[src/rtl/muldiv_unit_if.sv]
// Handshake and operand/result bundle between the execute-stage control and muldiv_unit.
// The unit connects through the slave modport; the issuing side uses master.
interface muldiv_unit_if #(
  parameter int W = 32
);
  logic         start;
  logic [1:0]   op;
  logic [W-1:0] I1;
  logic [W-1:0] I2;
  logic         busy;
  logic         done;
  logic [W-1:0] out;
  logic         dz_flag;

  modport master (
    output start, op, I1, I2,
    input  busy, done, out, dz_flag
  );

  modport slave (
    input  start, op, I1, I2,
    output busy, done, out, dz_flag
  );
endinterface

[src/rtl/muldiv_unit.sv]
// Iterative unsigned multiply/divide unit: shift-add MUL/MULHU, restoring DIVU/REMU.
// Each operation takes W iterations; result and divide-by-zero flag are held until the next accept.
module muldiv_unit #(
  parameter int W = 32
) (
  input  logic           clk,
  input  logic           rst,
  muldiv_unit_if.slave   bus
);

  localparam int CW = $clog2(W);

  typedef enum logic [1:0] {IDLE, RUN, DONE} state_t;

  state_t         state_q, state_nx;
  logic [CW-1:0]  cnt_q;
  logic [2*W:0]   acc_q, acc_nx;
  logic [W-1:0]   a_q, b_q;
  logic [1:0]     op_q;
  logic [W-1:0]   out_q;
  logic           dz_q;
  logic           done_q;

  logic           accept;
  logic           div_zero;
  logic           last_iter;
  logic [W:0]     rem_sh;
  logic [W:0]     sum;
  logic           ge;

  // Both layouts put the low result (product low / quotient) in acc[W-1:0]
  // and the high result (product high / remainder) in acc[2W-1:W].
  function automatic logic [W-1:0] sel_result(input logic [1:0] op, input logic [2*W-1:0] acc);
    return op[0] ? acc[2*W-1:W] : acc[W-1:0];
  endfunction

  function automatic logic [W-1:0] dz_result(input logic [1:0] op, input logic [W-1:0] dividend);
    return op[0] ? dividend : {W{1'b1}};
  endfunction

  assign accept    = (state_q == IDLE) && bus.start;
  assign div_zero  = accept && bus.op[1] && (bus.I2 == '0);
  assign last_iter = (state_q == RUN) && (cnt_q == CW'(W - 1));

  always_ff @(posedge clk) begin
    if (rst) state_q <= IDLE;
    else     state_q <= state_nx;
  end

  always_comb begin
    state_nx = state_q;
    case (state_q)
      IDLE: begin
        if (accept) state_nx = div_zero ? DONE : RUN;
      end
      RUN: begin
        if (last_iter) state_nx = DONE;
      end
      DONE:    state_nx = IDLE;
      default: state_nx = IDLE;
    endcase
  end

  // One iteration of the selected algorithm, applied to the current accumulator
  always_comb begin
    acc_nx = acc_q;
    rem_sh = '0;
    sum    = '0;
    ge     = 1'b0;
    if (op_q[1]) begin
      rem_sh          = {acc_q[2*W-1:W], a_q[W-1]};
      ge              = (rem_sh >= {1'b0, b_q});
      acc_nx[2*W:W]   = ge ? (rem_sh - {1'b0, b_q}) : rem_sh;
      acc_nx[W-1:0]   = {acc_q[W-2:0], ge};
    end else begin
      sum    = acc_q[2*W:W] + (b_q[0] ? {1'b0, a_q} : '0);
      acc_nx = {sum, acc_q[W-1:0]} >> 1;
    end
  end

  always_ff @(posedge clk) begin
    if (rst) begin
      cnt_q  <= '0;
      acc_q  <= '0;
      out_q  <= '0;
      dz_q   <= 1'b0;
      done_q <= 1'b0;
    end else begin
      done_q <= 1'b0;
      if (accept) begin
        cnt_q <= '0;
        acc_q <= '0;
        if (div_zero) begin
          out_q  <= dz_result(bus.op, bus.I1);
          dz_q   <= 1'b1;
          done_q <= 1'b1;
        end
      end else if (state_q == RUN) begin
        acc_q <= acc_nx;
        cnt_q <= cnt_q + 1'b1;
        if (last_iter) begin
          out_q  <= sel_result(op_q, acc_nx[2*W-1:0]);
          dz_q   <= 1'b0;
          done_q <= 1'b1;
        end
      end
    end
  end

  // Operand registers: dividend shifts out MSB-first, multiplier LSB-first
  always_ff @(posedge clk) begin
    if (accept) begin
      a_q  <= bus.I1;
      b_q  <= bus.I2;
      op_q <= bus.op;
    end else if (state_q == RUN) begin
      if (op_q[1]) a_q <= a_q << 1;
      else         b_q <= b_q >> 1;
    end
  end

  assign bus.busy    = (state_q != IDLE);
  assign bus.done    = done_q;
  assign bus.out     = out_q;
  assign bus.dz_flag = dz_q;

endmodule
[src/flat_wrapper.sv]
// flat-port wrapper written by rule: the top's interface ports become plain ports
module muldiv_unit_flat 
#(
  parameter int W = 32
)
  (clk, rst, bus_start, bus_op, bus_I1, bus_I2, bus_busy, bus_done, bus_out, bus_dz_flag);
  muldiv_unit_if #(.W(W)) bus_i ();
  input  logic clk;
  input  logic rst;
  input wire logic [$bits(bus_i.start)-1:0] bus_start;
  input wire logic [$bits(bus_i.op)-1:0] bus_op;
  input wire logic [$bits(bus_i.I1)-1:0] bus_I1;
  input wire logic [$bits(bus_i.I2)-1:0] bus_I2;
  output wire logic [$bits(bus_i.busy)-1:0] bus_busy;
  output wire logic [$bits(bus_i.done)-1:0] bus_done;
  output wire logic [$bits(bus_i.out)-1:0] bus_out;
  output wire logic [$bits(bus_i.dz_flag)-1:0] bus_dz_flag;
  assign bus_i.start = bus_start;
  assign bus_i.op = bus_op;
  assign bus_i.I1 = bus_I1;
  assign bus_i.I2 = bus_I2;
  assign bus_busy = bus_i.busy;
  assign bus_done = bus_i.done;
  assign bus_out = bus_i.out;
  assign bus_dz_flag = bus_i.dz_flag;
  muldiv_unit #(.W(W)) u_core (.clk(clk), .rst(rst), .bus(bus_i));
endmodule
[config.mk]
export PLATFORM = sky130hd
export DESIGN_NAME = muldiv_unit_flat
export DESIGN_NICKNAME = d
export VERILOG_FILES = /design/src/rtl/muldiv_unit_if.sv /design/src/rtl/muldiv_unit.sv /design/src/flat_wrapper.sv
export SDC_FILE = /design/constraint.sdc
export NUM_CORES = 1
export LEC_CHECK = 0
export CELL_PAD_IN_SITES_DETAIL_PLACEMENT = 1
export CELL_PAD_IN_SITES_GLOBAL_PLACEMENT = 1
export CORE_ASPECT_RATIO = 1.5
export CORE_UTILIZATION = 48
export DETAILED_ROUTE_END_ITERATION = 8
export PLACE_DENSITY = 0.94
export SYNTH_ARGS = -nofsm -noshare
export SYNTH_HDL_FRONTEND = slang
export SYNTH_SLANG_ARGS = --single-unit
export TNS_END_PERCENT = 5
[constraint.sdc]
create_clock -name clk -period 6.2 [get_ports clk]
set_input_delay 1.86 -clock clk [delete_from_list [all_inputs] [get_ports clk]]
set_output_delay 1.86 -clock clk [all_outputs]
set_load 0.01 [all_outputs]
* After elaboration in Yosys (flattened, before gate mapping) *
Index checks and enable logic that the tools add are counted.

word-level totals
  flip-flop bits (word level) = 172
  latch bits = 0
  memory bits (writable) = 0
  bits in read-only memories = 0
  output and inout bits = 35
  word-level logic and storage cells = 61
  memories kept = 0

cells by class
  add/sub/neg operators = 3
  $mul = 0
  divide/modulo/power cells = 0
  magnitude comparators = 1
  eq/ne operators = 6
  shift operators = 0
  multiplexer cells = 27
  bitwise operators = 0
  reduce and logical (&&, ||, !) cells = 15

operator list
  kind                   number
  $mux W32               13
  $mux W65               1
  $add A33 B33 Y33       1
  $ge A33 B32 Y1         1
  $mux W33               1
  $sub A33 B32 Y33       1
  $logic_not A32 Y1      1
  $mux W1                8
  $reduce_bool A2 Y1     4
  $mux W2                3
  $reduce_and A2 Y1      3
  $add A5 B1 Y5 const B  1
  $eq A5 B5 Y1 const B   1
  $logic_and A1 B1 Y1    4
  $ne A2 B1 Y1 const B   2
  $ne A2 B2 Y1 const B   2
  $pmux W2 S2            1
  $reduce_and A3 Y1      1
  $eq A2 B1 Y1 const B   1
  $logic_not A2 Y1       1
  $reduce_or A2 Y1       1

* Depth between registers and ports, before layout *
Gate-level depths: netlist (run 1).

  depth in word-level cells = 7
  depth in mapped cells = 15

* Worst setup path after synthesis (run 1) *
OpenSTA, ideal clock, no wires.

  path kind = input to register
  start = input bus_start
  end = register u_core.b_q[0], enable pin
  setup time = 0.657 ns
  data arrival time = 3.636 ns
  data required time = 5.543 ns
  setup slack = 1.906 ns
  stages = 4
  path buffers = 2
  cell sequence = nand2_1 clkbuf_1 clkbuf_1 o21ai_0

on the way
  cells in the longest elaborated chain, start to end = 3
  elaborated cells between the ends (all ways) = 4

ends and longest elaborated chain
  item                                                          RTL line            RTL
  from (decl)                                                   flat_wrapper.sv:10  input wire logic [$bits(bus_i.start)-1:0] bus_start;
  $logic_and A1 B1 Y1 (*)                                       muldiv_unit.sv:41   assign accept = (state_q == IDLE) && bus.start;
  $ne A2 B2 Y1 (no line) or $reduce_bool A2 Y1 (tied branches)  -
  $reduce_and A2 Y1 (no line) (*)                               -
  to (signal assigned)                                          muldiv_unit.sv:114  b_q <= bus.I2;
  to (signal assigned)                                          muldiv_unit.sv:118  else b_q <= b_q >> 1;
  to (decl)                                                     muldiv_unit.sv:18   logic [W-1:0] a_q, b_q;

Every way passes the cells marked *; elsewhere a longest branch is shown, timed or not.
A chain may end at the register's enable or synchronous reset.

* Worst setup path in the final report (run 1) *
  start = input bus_I2[27]
  end = register u_core.out_q[13], in the netlist u_core.bus.out[13]

on the way
  cells in the longest elaborated chain, start to end = 4

ends and longest elaborated chain
  item                         RTL line            RTL
  from (decl)                  flat_wrapper.sv:13  input wire logic [$bits(bus_i.I2)-1:0] bus_I2;
  $logic_not A32 Y1            muldiv_unit.sv:42   assign div_zero = accept && bus.op[1] && (bus.I2 == '0);
  $logic_and A1 B1 Y1          muldiv_unit.sv:42
  $ne A2 B2 Y1 (no line)       -
  $reduce_and A3 Y1 (no line)  -
  to (signal assigned)         muldiv_unit.sv:94   out_q <= dz_result(bus.op, bus.I1);
  to (signal assigned)         muldiv_unit.sv:102  out_q <= sel_result(op_q, acc_nx[2*W-1:0]);
  to (decl)                    muldiv_unit.sv:20   logic [W-1:0] out_q;

Every way passes these cells.

==> impl.org, run 1 <==
** Min path
- In this run the most critical hold path is launched from u_core.bus.out[9].
- HP Class :: flip-flop to flip-flop
- Number of cells on the worst hold path :: 2
- The path with the worst hold slack has its endpoint at u_core.bus.out[9].

** Place
- During placement, the flow inserted port buffers numbering 103.
- Once detailed placement completed, the half-perimeter wirelength came to about 31,000 um.
- Cell area after placement :: 0.0131 mm2
- Worst slack at placement :: 0.794 ns
- Placed cell count :: between 1,500 and 2,000
- The congestion estimate from routability-driven global placement came to ~0.95.

** CTS
- The tree built by TritonCTS fans out to 172 sinks.
- At the later pin of the worst-skew pair, clock insertion delay measures 0.47 ns.
- The number of setup buffers added after CTS is 0.
- In this run the number of H-tree levels came out at 4.
- TritonCTS built the clock tree.
- Hold repair after CTS inserted 0 buffers.
- TritonCTS created 17 clock buffers.
- No sink is reached through more buffers than the 2 on the longest clock path.
- The tree is rooted in a clkbuf_16.
- Resized cells post-CTS :: 0
- Clock transition at the registers of the reported paths :: 0.07 ns

** STA
- Setup violations remaining at the end of the flow were counted as 0.
- Crit path time final :: 5.06 ns
- Post-route setup TNS :: 0 ns
- Worst-Margin Slew :: roughly 1.3 ns
- RSZ-0062 raised after global routing :: false
- Derived from the worst setup path, the maximum achievable clock frequency is approximately 0.2 GHz.
- The final number of hold-violating endpoints was 0.
- Between clock sinks in the finished design, the worst skew comes to between 0.01 and 0.015 ns.
- Final worst-path cycle share :: 81.6%
- Worst slew margin :: 10.6%
- Final-layout worst hold slack :: 0.457 ns
- Post-layout worst setup margin :: 1.14 ns
- The number of slew-limit violations in the final report was 0.

** Global routing
- Number of global-route vias before repair :: 12,400
- The initial antenna violation count is 0.
- First-pass GRT wire length :: 67,500 um
- Overall global routing resource usage :: 35.2%
- GRT Residual Overflow :: 0
- Entering global routing, the biggest net connects 87 pins.

** Final layout
- After the last flow step, the layout net total stands at ~1,700.
- At the end of the flow the core is filled with cells to 56.3%.
- Antenna cell count :: 0
- Counting the fill cells in the layout gives approximately 2,900.
- Once layout is complete, the cells apart from fillers number roughly 1,900.
- Syn-to-layout area delta :: 15.5%
- Final Cell Area :: 0.0137 mm2
- Share of final-layout standard cells stronger than drive strength 1 :: slightly above 6%
- Registers take 0.00410 mm2.
- Area of the multi-input gates :: 0.00718 mm2

** Worst setup path
- Worst endpoint data arrival time :: 5.44 ns
- In this run the worst path has a maximum fanout of 30.
- The worst setup path is of the input pin to flip-flop kind.
- Req. time, crit path :: between 6 and 7 ns
- For this design, the slowest cell found on the critical path is nor2_2.
- Measured in cells, the most critical reg-to-reg path has a length of 14.
- Max incr delay on CP :: about 0.64 ns
- Kind of end point of the critical path :: flip-flop
- Terminus of the critical flop-to-flop path :: u_core.acc_q[64]
- The critical path goes through clkdlybuf4s50_1 > nor4_1 > nand4_1 > nor2_1 > nand3_1 > and2_1 > nor2_2 > buf_4 > o221ai_1 > o21ai_1.
- In this run the register-to-register setup slack is 1.79 ns.
- The startpoint identified for the worst register-to-register timing path is u_core.b_q[0].
- Kind of launch point of the worst setup path :: input pin

** Floorplan
- Initial standard-cell utilization of the core :: 48.8%
- I/O pin cnt :: 104
- The initialized floorplan defines 70 standard-cell rows.
- The region available for standard cell placement spans 0.0243 mm2.
- In this run the vertical extent of the chip is approximately 190 um.
- The floorplan step defined a die boundary enclosing 0.0253 mm2.
- Die Width :: 130 um

** Pwr
- Power Total :: around 3.4 mW
- The worst-case IR drop observed on VDD is 236 uV.
- In this run the static leakage power is 5.71 nW.
- Power per unit of standard cell area :: 247 mW/mm2

** Routing
- The routed layout has 11,789 vias.
- Routed wire length per instance :: 23.1 um
- After detailed routing, the total wire length is 43,100 um.
- The first routing iteration left around 770 violations.
- The first detailed-routing pass took 5 iterations.
- Via density per instance :: 6.32
- For this run, design rule violations remaining after detail routing come to 0.
- The detail route stage leaves a number of antenna-violating nets equal to 0.

** Logic synthesis
- The Yosys step of the flow raised 0 warnings.
- Share of synthesized registers carrying an async set or reset :: 0%
- Most frequent cells after synthesis :: nand2_1, nor2_1, a21oi_1, dfxtp_1, o21ai_0
- The most used flip-flop cell after synthesis is dfxtp_1.
- Synthesis inferred 172 register bits.
- Largest cells by area after synthesis :: dfxtp_1, edfxtp_1, nand2_1
- Syn avg cell area :: ~8.0 um2
- Most frequently used cell type in the post-synthesis netlist :: nand2_1
- Synthesis handed over a netlist of 1,473 instances.
- When the netlist entered floorplanning its net count stood at 1,611.
- Summed over all instances, the cell type with the most area after synthesis is dfxtp_1.
- The synthesized design contains 66 enable-type register cells.
- Fraction of the yosys area taken by sequential cells :: 34.7%
- Synth top area share :: 17.9%
- Number of library cell types mapped by synthesis :: 77
- The cell area that synthesis handed to floorplanning was ~0.012 mm2.

** Run status
- Result of the run :: completed

** Flow run
- The tool flagged a number of max-cap violations equal to 0.
==> kinds of logic after synthesis <==
group           share of synthesized area (%)
simple gates                             21.7
compound gates                           22.1
flops                                    34.7
buf+inv                                  4.74
fa+ha+maj                                7.43
xor+xnor                                 4.29
mux                                      5.13
==> placed cells by master, fill, tap and decap left out, types with 9 or more instances in the layout <==
cell type,count
nand2_1,240
nor2_1,154
a21oi_1,122
dfxtp_1,106
clkdlybuf4s50_1,103
o21ai_0,75
ha_1,67
edfxtp_1,66
inv_1,48
nor3_1,48
and2_1,41
a211oi_1,41
a21o_1,38
mux2i_1,37
xnor2_1,36
o21ai_1,22
xor2_1,22
mux2_2,21
buf_4,19
nand3_1,18
clkbuf_16,17
o211ai_1,15
o221ai_1,15
nand4_1,14
and3_1,10
nor2b_1,9
a31oi_1,9
nand2b_1,9
o22ai_1,9
==> registers in the layout, summed over array words and instances, names as in the netlist <==
name                flops
u_core.acc_q           65
u_core.a_q             32
u_core.b_q             32
u_core.bus.out         32
u_core.cnt_q            5
u_core.op_q             2
u_core.state_q          2
u_core.bus.done         1
u_core.bus.dz_flag      1
==> cell type report <==
| cell class | instances | area share (%) |
|---|---|---|
| clock buffers | 18 | 3.14 |
| clock inverters | 14 | 1.34 |
| inverters | 50 | 1.37 |
| multi-input cells | 1166 | 52.6 |
| flip-flops and latches | 172 | 30.0 |
| well taps | 324 | 2.97 |
| repair buffers | 122 | 8.59 |
==> worst max-delay path, delay by kind of cell <==
family / cells / cell delay, ns
compound gates: 2 / 0.40
buf+inv: 2 / 0.77
simple gates: 6 / 2.40
==> worst max path at each step <==
stage / start / endpoint / slack (ns) / cells after the start
2_1_floorplan: bus_start / u_core.b_q[0] / 1.91 / 4
3_3_place_gp: bus_I2[27] / u_core.bus.out[10] / 0.93 / 10
3_5_place_dp: bus_I2[27] / u_core.bus.out[11] / 0.79 / 10
4_1_cts: bus_I2[27] / u_core.bus.out[13] / 1.14 / 10
5_1_grt: bus_I2[27] / u_core.bus.out[13] / 0.89 / 10
6_report: bus_I2[27] / u_core.bus.out[13] / 1.14 / 10
==> metal layers <==
layer	vias up	GRT usage, %	part of all wire (%)
met3	157	6.59	6.4
met2	489	59.9	50
met1	5773	40.9	39
met4	0	19.5	5.1
li1	5370	-	-
met5	-	0	0
==> where the power goes <==
| group | internal [mW] | total, mW | switching [mW] |
|---|---|---|---|
| sequential | 1.27 | 1.32 | 0.0537 |
| clock | 0.644 | 1.17 | 0.523 |
| combinational | 0.321 | 0.891 | 0.569 |
Power figures use the tool's default switching activity.
==> inputs of run 2 (changes only) <==
- CORE_UTILIZATION: 48 -> 44
- PLACE_DENSITY: 0.94 -> 0.88
- clock period: 6.2 -> 5 ns (I/O delays scaled with it)
==> run 2 against run 1 <==
Against the previous run: global-route usage is 4.6 points lower; die area up 9.0%; hold slack improved by 0.0075 ns; final cell count up 0.91%.
==> impl.org, run 2 (synthesis gave the netlist of run 1 again) <==
** Run status
- Result of the run :: completed (unchanged)

** Final layout
- Share of final-layout standard cells stronger than drive strength 1 :: 6.27% (was 6.10%)
- The most common cell after layout, fill and taps aside was nand2_1 (unchanged).
- Antenna cell count :: 0 (unchanged)
- The area growth from synthesis to final layout is 15.8% (was 15.5%).
- The number of flip-flops under the largest register name is 65 (unchanged).
- Register with the most flip-flops :: u_core.acc_q (unchanged)
- Leading cell types in the layout, fill and taps excluded :: nand2_1, nor2_1, a21oi_1 (unchanged)
- The number of nets in the layout was 1,672 (was 1,667).

** Worst setup path
- Start of the worst register-to-register path :: u_core.b_q[1] (was u_core.b_q[0])
- Category of the critical setup timing path :: flip-flop to flip-flop (was input pin to flip-flop)
- Worst endpoint data arrival time :: 4.45 ns (was 5.44 ns)
- Req. time, crit path :: 5.36 ns (was 6.58 ns)
- Max incr delay on CP :: 0.43 ns (was 0.64 ns)
- Maximum fanout encountered on the critical timing path :: 26 (was 30)
- The worst-path cell with the longest stage delay was a211o_1 (was nor2_2).
- The launch point of the worst path was u_core.b_q[1] (was bus_I2[27]).
- Ordered cell list for the critical path :: inv_1 > ha_1 > nor2b_1 > o2111a_1 > nor4b_1 > o21ai_1 > a211o_1 > a41oi_4 > buf_4 > mux2_2 > a21oi_1 > nand2_1 > a32o_1 (was clkdlybuf4s50_1 > nor4_1 > nand4_1 > nor2_1 > nand3_1 > and2_1 > nor2_2 > buf_4 > o221ai_1 > o21ai_1)
- Kind of end point of the critical path :: flip-flop (unchanged)
- The startpoint class of the critical path was a flip-flop (was input pin).

** Place
- The routability congestion estimate came to 0.977 (was 0.946).
- Worst slack at placement :: 0.500 ns (was 0.794 ns)
- DP HPWL :: 30,800 um (was 31,400 um)
- The port buffer count was 103 (unchanged).

** Floorplan
- The vertical die dimension is 203 um (was 194 um).
- Site Rows :: 73 (was 70)
- The number of I/O pins is 104 (unchanged).
- Initial standard-cell utilization of the core :: 44.7% (was 48.8%)
- The overall die area was 0.0276 mm2 (was 0.0253 mm2).
- Floorplan core area :: 0.0265 mm2 (was 0.0243 mm2)
- The width of the die is 136 um (was 130 um).

** Routing
- The final routed wire length divided by cell count is 21.7 um (was 23.1 um).
- The post-route antenna net violation count is 0 (unchanged).
- Final WL :: 40,800 um (was 43,100 um)
- Via density per instance :: 6.06 (was 6.32)
- DR iter-0 viols :: 544 (was 772)
- The total iterations of the first detailed-routing run is 4 (was 5).
- Vias after detailed routing :: 11,419 (was 11,789)
- The DRC violation count after routing came to 0 (unchanged).

** CTS
- The register clock-pin slew on the reported worst setup and hold paths came to 0.07 ns (about the same).
- CTS Buf Count :: 17 (unchanged)
- The cell at the root of the clock tree is clkbuf_16 (unchanged).
- The clock latency at the later pin of the worst-skew pair was 0.47 ns (about the same).
- The clock tree from TritonCTS was built (unchanged).
- The post-cts gate resize count was 0 (unchanged).
- The post-CTS setup buffer count is 0 (unchanged).
- Clock Sinks :: 172 (unchanged)
- Number of hold buffers added after cts :: 0 (unchanged)
- The H-tree depth is 4 (unchanged).
- The maximum buffer depth of the clock tree came to 2 (unchanged).

** Global routing
- The largest net degree at the start of global routing was 86 (was 87).
- GRT Residual Overflow :: 0 (unchanged)
- The initial antenna violation count is 0 (unchanged).
- Overall global routing resource usage :: 30.7% (was 35.2%)
- First-pass GRT wire length :: 64,600 um (was 67,500 um)
- The via count of the first global-routing pass is 12,071 (was 12,400).

** STA
- RSZ-0062 raised after global routing: false (unchanged).
- Worst-Margin Slew :: 1.20 ns (was 1.34 ns)
- The summed negative setup slack over all endpoints came to 0 ns (unchanged).
- The final number of hold-violating endpoints came to 0 (unchanged).
- The clock skew after layout came to 0.0140 ns (was 0.0124 ns).
- Max Fclk :: 0.244 GHz
- Worst slew margin :: 19.6% (was 10.6%)
- Post-layout worst setup margin :: 0.904 ns (was 1.14 ns)
- The worst path needs 4.10 ns of the cycle, external delays included.
- Final worst-path cycle share :: 81.9%
- Finish-stage setup viols :: 0 (unchanged)
- Number of max-slew violations in the final report :: 0 (unchanged)

** Flow run
- The number of max-capacitance violations reported is 0 (unchanged).

** Pwr
- The leakage dissipation was 5.73 nW (was 5.71 nW).
- The ratio of total power to cell area came to 297 mW/mm2 (was 247 mW/mm2).
- Peak ir drop on the vdd network :: 268 uV (was 236 uV)

** Min path
- HP Start :: u_core.bus.out[25] (was u_core.bus.out[9])
- The path type of the worst min-delay path is flip-flop to flip-flop (unchanged).
-- run 2: path summary, 6_finish.rpt --
kind	endpoint	slack (ns)	cells after the start
worst max-delay path	u_core.bus.out[1]	0.90	13
worst min-delay path	u_core.bus.out[25]	0.46	2
worst max register to register	u_core.bus.out[1]	0.90	13
worst min register to register	u_core.bus.out[25]	0.46	2
-- run 2: area by class of cell --
| cell class | count | area [um2] |
|---|---|---|
| Sequential cell | 172 | 4100 |
| Inverter | 50 | 188 |
| Fill cell | 3197 | 12800 |
| Timing Repair Buffer | 127 | 1220 |
| Tap cell | 337 | 422 |
| Clock inverter | 10 | 103 |
| Multi-Input combinational cell | 1166 | 7180 |
| Clock buffer | 21 | 472 |
-- run 2: metal layers --
layer  track usage (%)  wire (um)  vias up
met2              53.9      20500      337
met3              5.97       2090      100
met1              34.7      16500     5588
met4              15.8       1700        0
met5                 0          0        -
li1                  -          -     5394
-- run 2: per-stage QoR --
stage               cell area (um2)  power [mW]  cells  hold WS (ns)  utilization [%]
floorplan                     11800        2.39   1473         0.441                -
global placement              13100        2.70   1852         0.449             49.5
detailed placement            13100        2.73   1852         0.447             49.5
CTS                           13700        4.08   1883         0.468             51.7
global route                  13700        4.25   1883         0.486             51.7
finish                        13700        4.07   1883         0.465             51.7
-- run 2: critical path, delay by kind of cell (launching register included) --
family                     cells  cell delay, ns
adders and majority gates      1            0.28
buffers and inverters          2            0.56
and+or+nand+nor                3            0.64
AOI/OAI and AO/OA              6            1.75
DFF                            1            0.36
muxes                          1            0.40
-- run 2: power by group --
group	switching [mW]	leakage, nW	total, mW	internal [mW]
registers	0.0617	1.51	1.63	1.57
clock network	0.615	0.281	1.35	0.734
logic	0.688	3.94	1.09	0.399
total	1.37	5.73	4.07	2.70
